### src/rtl/decrypt_writer.sv
// decrypt_writer: RC4 keystream generator (PRGA) over a pre-shuffled S RAM.
// It XORs MSG_LEN bytes of an encrypted ROM with the keystream and writes the
// result to an output RAM, then holds done high until reset.
//
// Ports
//   clk          sole clock, posedge
//   reset        synchronous active-high, aborts all activity
//   start        level, S shuffle complete; sampled only in IDLE
//   address_s    S RAM address       data_s    S RAM write data
//   wren_s       S RAM write enable  q_s       S RAM read data
//   address_rom  ROM address         q_rom     encrypted byte
//   address_ram2 output RAM address  data_ram2 decrypted byte
//   wren_ram2    output RAM write enable
//   done         all MSG_LEN bytes written
//
// Every memory output is a register loaded by the state that owns it, so it
// shows up on the cycle after that state and is cleared by the reset edge.
module decrypt_writer #(
    parameter int unsigned MSG_LEN   = 32,
    parameter int unsigned READ_WAIT = 3
) (
    input  logic       clk,
    input  logic       reset,
    input  logic       start,
    output logic [7:0] address_s,
    output logic [7:0] data_s,
    output logic       wren_s,
    input  logic [7:0] q_s,
    output logic [4:0] address_rom,
    input  logic [7:0] q_rom,
    output logic [4:0] address_ram2,
    output logic [7:0] data_ram2,
    output logic       wren_ram2,
    output logic       done
);

    localparam int unsigned      CNT_W   = $clog2(READ_WAIT + 2);
    // RD_SI/RD_SJ see their address one cycle earlier than RD_F issues its own
    localparam logic [CNT_W-1:0] LAST_RD = CNT_W'(READ_WAIT - 1);
    localparam logic [CNT_W-1:0] LAST_F  = CNT_W'(READ_WAIT);
    localparam logic [5:0]       LAST_K  = 6'(MSG_LEN - 1);

    typedef enum logic [3:0] {
        IDLE, INC_I, RD_SI, CALC_J, RD_SJ, WR_SI, WR_SJ, RD_F, WR_OUT, NEXT_K, DONE
    } state_t;

    state_t r_state;
    state_t w_state_nxt;

    logic [7:0]       r_i, r_j, r_si, r_sj, r_f, r_rom;
    logic [5:0]       r_k;
    logic [CNT_W-1:0] r_cnt;
    logic [7:0]       r_address_s, r_data_s, r_data_ram2;
    logic [4:0]       r_address_rom, r_address_ram2;
    logic             r_wren_s, r_wren_ram2, r_done;

    logic [7:0]       w_i_nxt, w_j_nxt, w_si_nxt, w_sj_nxt, w_f_nxt, w_rom_nxt;
    logic [5:0]       w_k_nxt;
    logic [CNT_W-1:0] w_cnt_nxt;
    logic [7:0]       w_address_s_nxt, w_data_s_nxt, w_data_ram2_nxt;
    logic [4:0]       w_address_rom_nxt, w_address_ram2_nxt;
    logic             w_wren_s_nxt, w_wren_ram2_nxt, w_done_nxt;
    logic [7:0]       w_sum;

    assign w_sum = r_si + r_sj;

    // State register
    always_ff @(posedge clk) begin
        if (reset) r_state <= IDLE;
        else       r_state <= w_state_nxt;
    end

    // Next-state logic; start is only looked at in IDLE
    always_comb begin
        w_state_nxt = r_state;
        case (r_state)
            IDLE:    if (start) w_state_nxt = INC_I;
            INC_I:   w_state_nxt = RD_SI;
            RD_SI:   if (r_cnt == LAST_RD) w_state_nxt = CALC_J;
            CALC_J:  w_state_nxt = RD_SJ;
            RD_SJ:   if (r_cnt == LAST_RD) w_state_nxt = WR_SI;
            WR_SI:   w_state_nxt = WR_SJ;
            WR_SJ:   w_state_nxt = RD_F;
            RD_F:    if (r_cnt == LAST_F) w_state_nxt = WR_OUT;
            WR_OUT:  w_state_nxt = NEXT_K;
            NEXT_K:  w_state_nxt = (r_k == LAST_K) ? DONE : INC_I;
            DONE:    w_state_nxt = DONE;
            default: w_state_nxt = IDLE;
        endcase
    end

    // Datapath and output register next values
    always_comb begin
        w_i_nxt            = r_i;
        w_j_nxt            = r_j;
        w_k_nxt            = r_k;
        w_si_nxt           = r_si;
        w_sj_nxt           = r_sj;
        w_f_nxt            = r_f;
        w_rom_nxt          = r_rom;
        w_cnt_nxt          = '0;
        w_address_s_nxt    = r_address_s;
        w_data_s_nxt       = r_data_s;
        w_address_rom_nxt  = r_address_rom;
        w_address_ram2_nxt = r_address_ram2;
        w_data_ram2_nxt    = r_data_ram2;
        w_wren_s_nxt       = 1'b0;
        w_wren_ram2_nxt    = 1'b0;
        w_done_nxt         = r_done;
        case (r_state)
            IDLE: begin
                w_i_nxt = '0;
                w_j_nxt = '0;
                w_k_nxt = '0;
            end
            INC_I: begin
                w_i_nxt         = r_i + 8'd1;
                w_address_s_nxt = r_i + 8'd1;
            end
            RD_SI: begin
                w_cnt_nxt = r_cnt + CNT_W'(1);
                if (r_cnt == LAST_RD) w_si_nxt = q_s;
            end
            CALC_J: begin
                w_j_nxt         = r_j + r_si;
                w_address_s_nxt = r_j + r_si;
            end
            RD_SJ: begin
                w_cnt_nxt = r_cnt + CNT_W'(1);
                if (r_cnt == LAST_RD) w_sj_nxt = q_s;
            end
            WR_SI: begin
                w_address_s_nxt = r_i;
                w_data_s_nxt    = r_sj;
                w_wren_s_nxt    = 1'b1;
            end
            WR_SJ: begin
                w_address_s_nxt = r_j;
                w_data_s_nxt    = r_si;
                w_wren_s_nxt    = 1'b1;
            end
            RD_F: begin
                w_cnt_nxt = r_cnt + CNT_W'(1);
                // Address issued on entry; the S[j] write lands before it is read
                if (r_cnt == '0) begin
                    w_address_s_nxt   = w_sum;
                    w_address_rom_nxt = r_k[4:0];
                end
                if (r_cnt == LAST_F) begin
                    w_f_nxt   = q_s;
                    w_rom_nxt = q_rom;
                end
            end
            WR_OUT: begin
                w_address_ram2_nxt = r_k[4:0];
                w_data_ram2_nxt    = r_f ^ r_rom;
                w_wren_ram2_nxt    = 1'b1;
            end
            NEXT_K: begin
                if (r_k != LAST_K) w_k_nxt = r_k + 6'd1;
            end
            DONE: begin
                w_done_nxt = 1'b1;
            end
            default: begin
                w_i_nxt = '0;
            end
        endcase
    end

    // Datapath and output registers
    always_ff @(posedge clk) begin
        if (reset) begin
            r_i            <= '0;
            r_j            <= '0;
            r_k            <= '0;
            r_si           <= '0;
            r_sj           <= '0;
            r_f            <= '0;
            r_rom          <= '0;
            r_cnt          <= '0;
            r_address_s    <= '0;
            r_data_s       <= '0;
            r_address_rom  <= '0;
            r_address_ram2 <= '0;
            r_data_ram2    <= '0;
            r_wren_s       <= 1'b0;
            r_wren_ram2    <= 1'b0;
            r_done         <= 1'b0;
        end else begin
            r_i            <= w_i_nxt;
            r_j            <= w_j_nxt;
            r_k            <= w_k_nxt;
            r_si           <= w_si_nxt;
            r_sj           <= w_sj_nxt;
            r_f            <= w_f_nxt;
            r_rom          <= w_rom_nxt;
            r_cnt          <= w_cnt_nxt;
            r_address_s    <= w_address_s_nxt;
            r_data_s       <= w_data_s_nxt;
            r_address_rom  <= w_address_rom_nxt;
            r_address_ram2 <= w_address_ram2_nxt;
            r_data_ram2    <= w_data_ram2_nxt;
            r_wren_s       <= w_wren_s_nxt;
            r_wren_ram2    <= w_wren_ram2_nxt;
            r_done         <= w_done_nxt;
        end
    end

    assign address_s    = r_address_s;
    assign data_s       = r_data_s;
    assign wren_s       = r_wren_s;
    assign address_rom  = r_address_rom;
    assign address_ram2 = r_address_ram2;
    assign data_ram2    = r_data_ram2;
    assign wren_ram2    = r_wren_ram2;
    assign done         = r_done;

endmodule

### config.mk
export PLATFORM = sky130hd
export DESIGN_NAME = decrypt_writer
export DESIGN_NICKNAME = d
export VERILOG_FILES = /design/src/rtl/decrypt_writer.sv
export SDC_FILE = /design/constraint.sdc
export NUM_CORES = 1
export LEC_CHECK = 0
export ABC_AREA = 1
export ABC_CLOCK_PERIOD_IN_PS = 1900
export CAP_MARGIN = 20
export CORE_MARGIN = 2
export CORE_UTILIZATION = 40
export CTS_CLUSTER_DIAMETER = 120
export DETAILED_ROUTE_END_ITERATION = 8
export GPL_TIMING_DRIVEN = 0
export PLACE_DENSITY = 0.57
export SYNTH_ARGS = -nofsm -noshare
export SYNTH_HDL_FRONTEND = slang
export SYNTH_SLANG_ARGS = --single-unit
export TNS_END_PERCENT = 100
### constraint.sdc
create_clock -name clk -period 1.9 [get_ports clk]
set_input_delay 0.285 -clock clk [delete_from_list [all_inputs] [get_ports clk]]
set_output_delay 0.285 -clock clk [all_outputs]
set_load 0.02 [all_outputs]
==> impl_metrics.csv <==
group,metric,value,unit
sta,clock.fmax,568,MHz
floorplanning,die-height,114,um
critical_path,cp_top_family,"simple AND/OR/NAND/NOR gates",
clock_network,clock_tree.htree_level_count,3,
placed_design,io_buffer_count,54,
clock_network,cts_tree,"built",
critical_path,timing_worst_setup_path_type,"register to register",
grt,antenna_violations_before_repair,0,
sta,hold_violations,0,
sta,timing.final.crit_share,0.926,
yosys,postSynthCellCount,678,
grt,grt_first_pass_wirelength,21.5,mm
clock_network,ctsRootBufferMaster,"sky130_fd_sc_hd__clkbuf_16",
floorplanning,dieWidth,114,um
placed_design,routabilityCongestion,0.844,
critical_path,startpoint_type,"register",
floorplanning,core_area,12000,um^2
finish,layout.cells.most_common,"sky130_fd_sc_hd__nand2_1",
finish,synthToLayoutAreaGrowth,23.2,%
grt,grt_util_met3,0.0429,
finish,antenna_cells,0,
clock_network,cts.hold.buffers_added,0,
yosys,ys_top_cells_by_area,"sky130_fd_sc_hd__dfxtp_1 40%, sky130_fd_sc_hd__a21oi_1 10%, sky130_fd_sc_hd__nand2_1 9.8%",
floorplanning,core.rowCount,40,
routing,routed_via_density,5.07,
clock_network,worst_setup_hold_path_clk_slew,0.07,ns
power_and_ir_drop,power_per_cell_area,950,nW/um^2
yosys,synth_warnings,0,
power_and_ir_drop,power_leakage,2.40,nW
sta,slew-limit-headroom,0.600,
critical_path,arrival,2.04,ns
sta,worst_slack,0.140,ns
grt,use_met1,0.281,
floorplanning,initial_core_util,0.408,
critical_path,crit_path_top_delay_cell,"sky130_fd_sc_hd__dfxtp_1",
routing,drt-initial-drc-count,232,
clock_network,worst_skew_pair.late_latency,0.35,ns
yosys,synth.cell_area,4880,um^2
routing,wirelength,13.1,mm
routing,drtAntennaViolNets,0,
grt,grt_pass1_vias,4369,
yosys,yosys_register_bits,98,
critical_path,worst-path-buf-inv,0,
placed_design,dp.cells,879,
floorplanning,io_pins,56,
finish,n_fill_cell,1180,
clock_network,tritoncts.num_buffers,9,
finish,design.final.nets,789,
yosys,post_synthesis_sequential_area_ratio,0.402,
grt,grt_most_used_layer,"met2",
sta,timing_max_transition_violations_final,0,
sta,tightestPinTransition,0.596,ns
grt,grt_max_degree,19,
routing,detail_route.drc_violations,0,
sta,period_needed,1.76,ns
power_and_ir_drop,irDropWorstVdd,0.464,mV
finish,layout.cell_area.non_filler,6020,um^2
sta,rsz0062_at_grt,"yes",
placed_design,dpl-instance-area,5610,um^2
grt,grt_util_all_layers,0.208,
routing,post_drt_wl_per_cell,14.5,um
placed_design,dp_worst_setup_slack,-0.0244,ns
hold_path,hold_path_class,"input port to register",
clock_network,clock_path_buffers,2,
clock_network,cts.sink_count,98,
routing,via_count,4565,
sta,totalNegativeSetupSlack,0,ns
yosys,synth_top_area_share,0.402,
yosys,synthesis.area_per_instance,7.20,um^2
finish,final_cell_count_no_fill,900,
critical_path,cp_data_required_time,2.18,ns
critical_path,critical_path_capture_point_type,"register",
floorplanning,fp.dieArea,13100,um^2
yosys,synthDistinctLibCells,36,
finish,post_route_cells_drive_above_1_share,0.0956,
yosys,yosysTopAreaCell,"sky130_fd_sc_hd__dfxtp_1",
critical_path,path_cells,"ha_1, or2_2, nand3_1, nand2_1, nand2_1, nand3_1, nand3_1, nand2_1, a21oi_1",
finish,most_used_cells_in_the_layout_excluding_fill_and_tap_cells,"126 x sky130_fd_sc_hd__nand2_1, 97 x sky130_fd_sc_hd__a21oi_1, 93 x sky130_fd_sc_hd__dfxtp_1, 76 x sky130_fd_sc_hd__inv_1, 66 x sky130_fd_sc_hd__o21ai_0",
grt,grt_overflow,0,
flow_run,max_cap_violation_count,0,
critical_path,crit_path_max_incr_delay,0.42,ns
grt,global_route.usage.met2,0.336,
sta,setup_failing_eps_final,0,
yosys,syn_nets,719,
placed_design,dp_hpwl,9.98,mm
status,run_status,"finished, final reports clean",
routing,dr.pass1.iters,8,
sta,clock-skew-final,0.00593,ns
critical_path,timing.critical_path.fanout_max,4,
## state kept, by name, indices dropped and copies added (netlist names), 5 cells and up
register      cells
data_ram2         8
r_k               6
r_i               8
address_rom       5
r_f               8
r_rom             8
r_sj              8
address_s         8
r_si              8
r_j               8
address_ram2      5
data_s            8
## layer usage
metal | up-vias | wire, um
li1 | 2381 | -
met2 | 99 | 6100
met3 | 8 | 609
met1 | 2077 | 6200
met4 | 0 | 142
met5 | - | 0
## area by class of cell
class                   instances  area [um^2]  share of cell area
plain buffers                  21         97.6              0.0162
multi-input cells             472         2540               0.422
well taps                     147          184              0.0306
clock inverters                 7         83.8              0.0139
inverters                      86          332              0.0551
clock buffers                   9          225              0.0374
repair buffers                 60          586              0.0973
flip-flops and latches         98         1970               0.328
## synthesized netlist by cell type, drive strengths merged
cell type    n
buf          6
o22ai        1
dfxtp       98
xor2         6
xnor2        8
clkinv       2
a311oi       1
o21ai       68
nand4        6
or2          3
a211oi       1
nor3b        2
nor2        61
o211ai       2
nand2      130
o221ai       1
ha          20
nand3       48
nand3b       9
fa           2
a21oi       99
clkbuf      16
nor3         4
inv         84
## worst paths after layout
| check | from | to | slack (ns) | cells after the start |
|---|---|---|---|---|
| setup reg to reg | r_si[2] | address_s[7] | 0.14 | 9 |
| hold reg to reg | r_cnt[0] | r_cnt[0] | 0.45 | 1 |
| hold / removal | reset | address_s[0] | 0.32 | 4 |
| setup / recovery | r_si[2] | address_s[7] | 0.14 | 9 |
## what timing repair did
| action | in CTS | in global routing |
|---|---|---|
| gates cloned | 0 | 0 |
| setup buffers | 0 | 6 |
| resized for setup | 1 | 23 |
| hold endpoints to repair | 0 | 0 |
| setup endpoints to repair | 1 | 36 |
| pin swaps | 0 | 3 |
## worst reg2reg max path, cell delays in order (launching register included)
cell	delay, ns
sky130_fd_sc_hd__dfxtp_1	0.42
sky130_fd_sc_hd__ha_1	0.30
sky130_fd_sc_hd__or2_2	0.35
sky130_fd_sc_hd__nand3_1	0.12
sky130_fd_sc_hd__nand2_1	0.06
sky130_fd_sc_hd__nand2_1	0.06
sky130_fd_sc_hd__nand3_1	0.09
sky130_fd_sc_hd__nand3_1	0.10
sky130_fd_sc_hd__nand2_1	0.07
sky130_fd_sc_hd__a21oi_1	0.12
## kinds of logic after synthesis
family                   Yosys count  share of synthesized area
AND/OR/NAND/NOR                  263                      0.243
AO/OA/AOI/OAI                    173                      0.183
buffers and inverters            108                     0.0874
flip-flops                        98                      0.402
adder cells (fa/ha/maj)           22                     0.0595
XOR/XNOR                          14                     0.0251
## where the power goes
group | total (mW) | switching [mW] | internal, mW
logic | 1.48 | 0.917 | 0.560
registers | 2.34 | 0.120 | 2.22
clock network | 1.90 | 0.859 | 1.04
total | 5.72 | 1.90 | 3.82
## metrics by stage
stage | util | total power, mW | hold slack (ns)
finish | 0.503 | 5.72 | 0.320
global route | 0.503 | 6.02 | 0.340
CTS | 0.495 | 5.69 | 0.319
detailed placement | 0.469 | 3.79 | 0.447
global placement | 0.469 | 3.77 | 0.433
floorplan | - | 3.27 | 0.417
Note: power is estimated with default switching activity, not from simulation.
